[src/rtl/pipe_step_ctrl.sv]
// Button conditioner (2-flop sync + debounce + rise detect) feeding a step
// sequencer that drives the pipeline step enable in single/burst/run/hold modes.
module pipe_step_ctrl #(
  parameter int NBTN       = 4,
  parameter int DEB_CYCLES = 16,
  parameter int DEB_W      = 5,
  parameter int BURST_W    = 4
) (
  input  logic               clk,
  input  logic               rst_n,
  input  logic [NBTN-1:0]    btn_raw,
  input  logic [1:0]         mode,
  input  logic [BURST_W-1:0] burst_len,
  output logic [NBTN-1:0]    btn_level,
  output logic [NBTN-1:0]    btn_rise,
  output logic               step_en,
  output logic               busy,
  output logic [15:0]        step_count
);

  typedef enum logic [1:0] {
    IDLE,
    BURST,
    RUN
  } state_t;

  state_t             state;
  logic [NBTN-1:0]    syncA;
  logic [NBTN-1:0]    syncB;
  logic [DEB_W-1:0]   debCnt [NBTN];
  logic [NBTN-1:0]    levelNext;
  logic [BURST_W-1:0] remaining;
  logic               trig;
  logic               holdMode;

  assign trig     = btn_rise[0];
  assign holdMode = (mode == 2'b11);

  // A level flips on the DEB_CYCLES-th consecutive mismatching sample.
  always_comb begin
    levelNext = btn_level;
    for (int unsigned i = 0; i < NBTN; i++) begin
      if (syncB[i] != btn_level[i] && debCnt[i] == DEB_W'(DEB_CYCLES - 1))
        levelNext[i] = ~btn_level[i];
    end
  end

  always_ff @(posedge clk or negedge rst_n) begin
    if (!rst_n) begin
      syncA     <= '0;
      syncB     <= '0;
      btn_level <= '0;
      btn_rise  <= '0;
      for (int unsigned i = 0; i < NBTN; i++) debCnt[i] <= '0;
    end else begin
      syncA     <= btn_raw;
      syncB     <= syncA;
      btn_level <= levelNext;
      btn_rise  <= levelNext & ~btn_level;
      for (int unsigned i = 0; i < NBTN; i++) begin
        if (syncB[i] == btn_level[i] || levelNext[i] != btn_level[i])
          debCnt[i] <= '0;
        else
          debCnt[i] <= debCnt[i] + DEB_W'(1);
      end
    end
  end

  always_ff @(posedge clk or negedge rst_n) begin
    if (!rst_n) begin
      state      <= IDLE;
      remaining  <= '0;
      step_en    <= 1'b0;
      busy       <= 1'b0;
      step_count <= '0;
    end else begin
      step_count <= step_count + {15'b0, step_en};
      case (state)
        IDLE: begin
          step_en <= 1'b0;
          busy    <= 1'b0;
          if (trig) begin
            case (mode)
              2'b00: step_en <= 1'b1;
              2'b01: begin
                if (burst_len != '0) begin
                  remaining <= burst_len;
                  state     <= BURST;
                  step_en   <= 1'b1;
                  busy      <= 1'b1;
                end
              end
              2'b10: begin
                state   <= RUN;
                step_en <= 1'b1;
                busy    <= 1'b1;
              end
              default: ;
            endcase
          end
        end
        // remaining counts the step currently on step_en, so 1 means last one.
        BURST: begin
          if (holdMode || remaining == BURST_W'(1)) begin
            state     <= IDLE;
            remaining <= '0;
            step_en   <= 1'b0;
            busy      <= 1'b0;
          end else begin
            remaining <= remaining - BURST_W'(1);
            step_en   <= 1'b1;
            busy      <= 1'b1;
          end
        end
        RUN: begin
          if (holdMode || trig) begin
            state   <= IDLE;
            step_en <= 1'b0;
            busy    <= 1'b0;
          end else begin
            step_en <= 1'b1;
            busy    <= 1'b1;
          end
        end
        default: begin
          state     <= IDLE;
          remaining <= '0;
          step_en   <= 1'b0;
          busy      <= 1'b0;
        end
      endcase
    end
  end

endmodule

[config.mk]
export PLATFORM = sky130hd
export DESIGN_NAME = pipe_step_ctrl
export DESIGN_NICKNAME = d
export VERILOG_FILES = /design/src/rtl/pipe_step_ctrl.sv
export SDC_FILE = /design/constraint.sdc
export NUM_CORES = 1
export LEC_CHECK = 0
export BUFFER_PORTS_ARGS = -buffer_cell sky130_fd_sc_hd__clkbuf_2
export CAP_MARGIN = 20
export CORE_ASPECT_RATIO = 0.6
export CORE_MARGIN = 1.5
export CORE_UTILIZATION = 30
export DETAILED_ROUTE_END_ITERATION = 7
export HOLD_SLACK_MARGIN = 0.05
export PLACE_DENSITY = 0.46
export SYNTH_ARGS = -nofsm -noshare
export SYNTH_HDL_FRONTEND = slang
export SYNTH_SLANG_ARGS = --single-unit
[constraint.sdc]
create_clock -name clk -period 2.2 [get_ports clk]
set_input_delay 0.44 -clock clk [delete_from_list [all_inputs] [get_ports clk]]
set_output_delay 0.44 -clock clk [all_outputs]
set_load 0.005 [all_outputs]
# After elaboration in Yosys (flattened, before gate mapping)
# Cells that the tools add are included.
# totals
elab_cells	99
ff_bits	60
out_inout_bits	26
in_bits	12
# classes
n_bitwise	7
eq_ne	29
n_reduce_logical	16
n_addsub	6
n_mux	28
# ops
operator	n
5-bit by 1-bit adder with 5-bit output (second input constant)	4
5-bit by 4-bit equality test with 1-bit output (second input constant)	4
5-bit 2-to-1 mux	4
16-bit by 1-bit adder with 16-bit output	1
4-bit 2-to-1 mux	4
4-bit one-hot mux with 3 select lines	1
1-bit 2-to-1 mux	9
2-bit 2-to-1 mux	4
1-bit != test	8
2-bit != test (second input constant)	4
2-bit equality test (second input constant)	3
1-bit logical OR	6
1-bit one-hot mux with 3 select lines	2
2-bit one-hot mux with 3 select lines	1
1-bit NOT	5
5-bit AND reduction	1
4-bit AND	1
1-bit equality test	4
2-bit by 1-bit equality test with 1-bit output (second input constant)	2
4-bit by 1-bit equality test with 1-bit output (second input constant)	1
1-bit logical AND	4
2-bit zero test	2
4-bit NOT	1
1-bit one-hot mux with 2 select lines	2
8 further kinds	8

# Logic depth before layout (Yosys ltp)
# Gate-level depths: netlist of the first run.
# logic_depth
ltp_word	6
ltp_mapped	8
depth_no_buf	8

# Worst setup path before layout of the first run
# OpenSTA, ideal clock, no wires.
# synth_path
path_kind	register to register
startpoint	register debCnt[10] (netlist name)
endpoint	register debCnt[11] (netlist name)
synth_period_minus_slack_ns	1.660
setup_ns	0.120
n_path_buf	0
stages_incl_launch_ff	7
arrival_ns	1.541
required_time_ns	2.080
setup_slack_ns	0.540
cell_sequence	dfrtp_1 > ha_1 > and3_1 > ha_1 > o21ai_0 > ha_1 > and3_1
# synth_between
elab_chain_cells	6
elab_cells_between_ends	7
cone_classes	add/sub (1); eq/ne (2); mux (2); reduce/logical (2)
# synth_rtl
item	line	rtl
from (decl)	30	logic [DEB_W-1:0] debCnt [NBTN];
from (signal, indexed assignment)	64	debCnt[i] <= debCnt[i] + DEB_W'(1);
5-bit by 4-bit equality test with 1-bit output	43	if (syncB[i] != btn_level[i] && debCnt[i] == DEB_W'(DEB_CYCLES - 1))
1-bit logical AND	43	
1-bit 2-to-1 mux	43	
net levelNext[1]	31	logic [NBTN-1:0] levelNext;
1-bit != test	61	if (syncB[i] == btn_level[i] || levelNext[i] != btn_level[i])
1-bit logical OR	61	
5-bit 2-to-1 mux	61	
# The timed path passes the listed nets, and every way through them passes these cells.
# A chain may end at the register's enable or synchronous reset.

# Final worst setup path of the first run
# layout_path
startpoint	register debCnt[10] (netlist name)
endpoint	register debCnt[13] (netlist name)
# Same word-level chain as after synthesis.

==> reports/results.ini, run 1 <==
[final_layout]
final_cell_mix=dfrtp_1, clkbuf_2, nor2_1
antenna_cells=0
layout-area-overhead-vs-synth_pct=22.7
layout-drive-gt1-share_pct=20.1
nets=297
mostFrequentLayoutCell=dfrtp_1

[timing]
whs_ps=88.0
finalHoldViolations=0
fin_setup_tns_ps=0
setup_viol=0
fin_crit_ps=1810
drv_slew=0
period_share_pct=82.2
fin_ws_ps=391
skew_ps=5.36
tightestPinTransition_ps=525
rsz0062_at_grt=false
relSlewSlack_pct=65.0
max_freq_mhz=553

[die]
num_rows=25
die_w_um=123
initial_core_util_pct=31.9
dieArea_um2=9190
core_area_um2=8100
ioPinCount=38
die_h_um=74.9

[global_route]
grtUsageTotal_pct=11.7
overflow=0
grt_max_degree=43
grt_pass1_wl_mm=7.98
first_global_vias=1649
grt_antenna_before_repair=0

[routing]
via_per_inst=4.36
firstDrtPassIters=5
avgRoutedWirePerCell_um=12.0
drc_errors=0
ant_nets=0
routed_wl_mm=4.52
vias=1645
drt-initial-drc-count=140

[clocking]
clkSlewWorstSetupHoldPaths_ps=50
post-cts-setup-buffer-count=0
clockRootBuffer=clkbuf_16
htree_levels=3
cts_tree=built
ctsHoldBuffers=0
numClockSinks=60
clockBufferDepth=2
cts-resized-gates=0
clk_latency_ps=320
cts_buffers=9

[synth]
syn_nets=249
synth_cell_type_count=34
synth_top_area_share_pct=58.2
netlist_area_um2=2580
synth_area_per_cell_um2=11.9
synth_area_leaders=dfrtp_1, ha_1, xnor2_1
yosysSeqAreaShare_pct=58.2
synth_edf_count=0
yosysTopAreaCell=dfrtp_1
ys.flop_type=dfrtp_1
synth-seq-cells=60
syn-instance-count=217
async_flop_share_pct=100
yosys_warnings=0

[setup_path]
crit_required_ps=2410
cp_cell_sequence=ha_1 > and3_1 > ha_1 > o21ai_0 > ha_1 > nand2_1 > nor2_1
crit_buf_inv=0
cp-end-kind=register
critical_path_class=reg -> reg
cp_top_family=adder cells
path_common_cell=ha_1
cp_max_fo=4
worstPathArrival_ps=2020
cpPeakStageDelay_ps=400
rr_startpoint=debCnt[10]$_DFF_PN0_
startpoint=debCnt[10]$_DFF_PN0_
critPathLaunchType=register
slowest_stage=dfrtp_1

[power_and_ir_drop]
ir_drop_mv=0.313
power_density_nw_per_um2=859
p_leak_nw=1.59

[worst_hold_path]
hold_class=in -> async

[placed_design]
dp_slack_ps=376
routabilityCongestion=0.757
numPortBuffers=37
dp_hpwl_mm=3.22

[run_status]
status=finished, final reports clean

[flow_run]
cap_violations=0

-- stage by stage --
| stage | util (%) | cells | power (W) | instance area, um2 |
|---|---|---|---|---|
| final | 39.1 | 377 | 0.00272 | 3170 |
| after global routing | 39.1 | 377 | 0.00288 | 3170 |
| after CTS | 39.1 | 377 | 0.00278 | 3170 |
| after detailed placement | 36.0 | 362 | 0.00155 | 2920 |
| after global placement | 36.0 | 362 | 0.00154 | 2920 |
| after floorplan | - | 217 | 0.00143 | 2580 |
-- state kept, by name (all words and copies together) (netlist names) --
| register | cells |
|---|---|
| btn_rise | 4 |
| syncB | 4 |
| step_count | 16 |
| remaining | 4 |
| state | 2 |
| busy | 1 |
| step_en | 1 |
| btn_level | 4 |
| debCnt | 20 |
| syncA | 4 |
-- where the power goes --
group / switching, W / internal [W] / total, W
sequential: 0.0000904 / 0.00119 / 0.00128
combinational: 0.000126 / 0.000118 / 0.000244
clock: 0.000444 / 0.000747 / 0.00119
total: 0.000661 / 0.00206 / 0.00272
-- final timing paths --
kind / to / slack (ps) / cells past startpoint
min in group clk: syncA[3]$_DFF_PN0_ / 220 / 1
max in group asynchronous: syncA[2]$_DFF_PN0_ / 1500 / 2
worst max register to register: debCnt[13]$_DFF_PN0_ / 390 / 7
worst max-delay path: debCnt[13]$_DFF_PN0_ / 390 / 7
worst min register to register: syncB[0]$_DFF_PN0_ / 350 / 0
worst min-delay path: btn_rise[1]$_DFF_PN0_ / 90 / 1
-- cells in the mapped netlist, drive strengths merged, types with 3 or more instances --
library cell,number
dfrtp,60
nor2,23
ha,20
nand2,17
inv,15
xnor2,14
xor2,12
nand3,10
and3,9
o21ai,5
o22ai,4
nor4,3
-- per-layer routing --
metal	track usage, %	share of wire, %	vias up
met5	0	0	-
met2	14.6	37	34
li1	-	-	839
met1	16.6	56	764
met4	5.81	1.7	0
met3	5.38	5.5	8
-- cell type report --
class,count,area [um2]
Clock buffer,12,236
Clock inverter,3,15.0
Fill cell,803,4930
Inverter,15,56.3
Multi-Input combinational cell,141,1020
Sequential cell,60,1500
Tap cell,108,135
Timing Repair Buffer,38,205
-- cell families (layout without fill, tap and decap cells) --
| kind of cell | Yosys count | in the layout | synth area share (%) |
|---|---|---|---|
| adder cells (fa/ha/maj) | 20 | 20 | 9.69 |
| AND/OR/NAND/NOR | 74 | 74 | 14.2 |
| flip-flops | 60 | 60 | 58.2 |
| buffers and inverters | 16 | 68 | 2.37 |
| AO/OA/AOI/OAI | 20 | 20 | 6.40 |
| multiplexers | 1 | 1 | 0.388 |
| XOR/XNOR | 26 | 26 | 8.82 |
(Power assumes the default switching activity.)
==> run 2: changes to the inputs <==
Settings changed: PLACE_DENSITY 0.46 to 0.48.
Clock period 2.2 ns to 1.65 ns, I/O delays scaled along.
==> run 2 against run 1 <==
First-iteration DRC count down 44%. Worst hold slack better by 17 ps. Fmax up 14%. Largest power group is now clock.
==> reports/results.ini, run 2 (synthesized netlist as in run 1, its figures left out) <==
[timing]
finalHoldViolations=0  ; unchanged
fin_crit_ps=1580  ; -226 ps
skew_ps=5.33  ; -0.0243 ps
tightestPinTransition_ps=414  ; -111 ps
max_freq_mhz=632  ; +14%
relSlewSlack_pct=72.4  ; +7.4 points
setup_viol=0  ; unchanged
period_share_pct=96.0  ; +14 points
drv_slew=0  ; unchanged
rsz0062_at_grt=true

[global_route]
grt_max_degree=39  ; -9.3%
grtUsageTotal_pct=12.7  ; +0.99 points
overflow=0  ; unchanged
grt_antenna_before_repair=0  ; unchanged
first_global_vias=1710  ; +3.7%
grt_pass1_wl_mm=8.42  ; +5.6%

[final_layout]
mostFrequentLayoutCell=dfrtp_1
nets=325  ; +9.4%
multi_input_area_um2=1220  ; +20%
layout-drive-gt1-share_pct=39.4  ; +19 points
postLayoutCoreUtil_pct=44.9  ; +5.8 points
design_area_um2=3630  ; +15%
final_cell_mix=dfrtp_1, clkbuf_2, buf_4
antenna_cells=0  ; unchanged
layout-area-overhead-vs-synth_pct=40.8
seq_area_um2=1500  ; unchanged
top_register=debCnt
largest_registers=debCnt x20, step_count x16
num-fill-cells=754  ; -6.1%
largest_register_ffs=20  ; unchanged

[clocking]
clockBufferDepth=2  ; unchanged
clockRootBuffer=clkbuf_16
numClockSinks=60  ; unchanged
clk_latency_ps=330  ; about the same
clkSlewWorstSetupHoldPaths_ps=50  ; about the same
htree_levels=3  ; unchanged
cts_buffers=9  ; unchanged
cts_tree=built

[die]
die_w_um=123  ; unchanged
ioPinCount=38  ; unchanged
dieArea_um2=9190  ; unchanged
core_area_um2=8100  ; unchanged
initial_core_util_pct=31.9  ; unchanged
die_h_um=74.9  ; unchanged
num_rows=25  ; unchanged

[setup_path]
cp_max_fo=4  ; unchanged
path_common_cell=ha_2
slowest_stage=dfrtp_1
cp_cell_sequence=ha_2 > and3_1 > ha_2 > nand2_1 > o21ai_2 > ha_4 > nand2_2 > nor2_1
worstPathArrival_ps=1840  ; -180 ps
cpPeakStageDelay_ps=380  ; -20 ps
critical_path_class=reg -> reg
critPathLaunchType=register
crit_required_ps=1910  ; -500 ps
cp-end-kind=register

[power_and_ir_drop]
seqPwrFrac_pct=41.9  ; -5.3 points
clkPwrFrac_pct=47.8  ; +4.0 points
ir_drop_mv=0.517  ; +65%
p_comb_share_pct=10.3  ; +1.3 points
p_leak_nw=1.78  ; +12%
p_sw_w=0.000946  ; +43%
p_int_w=0.00311  ; +51%
p_sw_share_pct=23.3  ; -0.99 points
power_density_nw_per_um2=1120  ; +30%

[routing]
ant_nets=0  ; unchanged
drt-initial-drc-count=79  ; -44%
routed_wl_mm=5.03  ; +11%
firstDrtPassIters=4  ; -1
vias=1777  ; +8.0%
drc_errors=0  ; unchanged
avgRoutedWirePerCell_um=12.4  ; +3.8%
via_per_inst=4.39  ; +0.56%

[placed_design]
numPortBuffers=37  ; unchanged
dp_hpwl_mm=3.46  ; +7.3%
placed_cell_area_um2=3070  ; +5.4%
routabilityCongestion=0.769  ; +1.6%

[worst_hold_path]
hold_class=in -> reg

[flow_run]
cap_violations=0  ; unchanged

[run_status]
status=finished, final reports clean

[run 2: routing by layer]
layer	part of all wire (%)	routed length [um]	GRT usage, %	up-vias
li1	-	-	-	896
met1	55	2790	18.5	832
met2	37	1890	14.9	44
met3	6.2	310	7.27	5
met4	1.0	51	4.65	0
met5	0	0	0	-
[run 2: worst paths after layout]
path / cells after the start / startpoint / slack [ps] / endpoint
max: 8 / debCnt[10]$_DFF_PN0_ / 70 / debCnt[13]$_DFF_PN0_
min: 1 / btn_raw[3] / 110 / syncA[3]$_DFF_PN0_
max reg2reg: 8 / debCnt[10]$_DFF_PN0_ / 70 / debCnt[13]$_DFF_PN0_
min reg2reg: 0 / syncA[1]$_DFF_PN0_ / 350 / syncB[1]$_DFF_PN0_
max in group asynchronous: 3 / rst_n / 640 / busy$_DFF_PN0_
min in group asynchronous: 2 / rst_n / 470 / debCnt[11]$_DFF_PN0_
[run 2: timing repair]
item	CTS	global route
setup buffers	1	5
pin swaps	5	12
gates resized for setup	17	26
endpoints found under the hold margin	14	0
hold buffers	1	0
endpoints found under the setup margin	22	24
[run 2: power groups by stage]
stage	Combinational [W]	Clock [W]	Sequential (W)
6_report	0.000417	0.00194	0.00170
5_1_grt	0.000484	0.00207	0.00172
4_1_cts	0.000398	0.00199	0.00170
3_5_place_dp	0.000387	0	0.00172
3_3_place_gp	0.000387	0	0.00172
2_1_floorplan	0.000194	0	0.00171
[run 2: critical path: cells and delay by family, from the launching register on]
kind                     cells  cell delay (ps)
flip-flops                   1              380
AO/OA/AOI/OAI                1               70
adder cells (fa/ha/maj)      3              620
AND/OR/NAND/NOR              4              440
[run 2: area by class of cell]
class	instances	area share [%]
sequential	60	41.3
multi-input combinational	141	33.5
timing repair buffer	66	11.5
clock buffer	10	6.30
tap	108	3.72
clock inverter	5	2.13
inverter	15	1.55
[run 2: through the flow]
step           cells  setup TNS, ps  hold slack (ps)  power [W]  worst slack (ps)
2_1_floorplan    217              0             34.4    0.00190              35.7
3_3_place_gp     383           -583              293    0.00211             -82.9
3_5_place_dp     383          -1340              291    0.00210              -150
4_1_cts          400          -1.74             89.4    0.00409             -1.74
5_1_grt          405          -43.1             85.6    0.00427             -17.3
6_report         405              0              105    0.00406              66.5
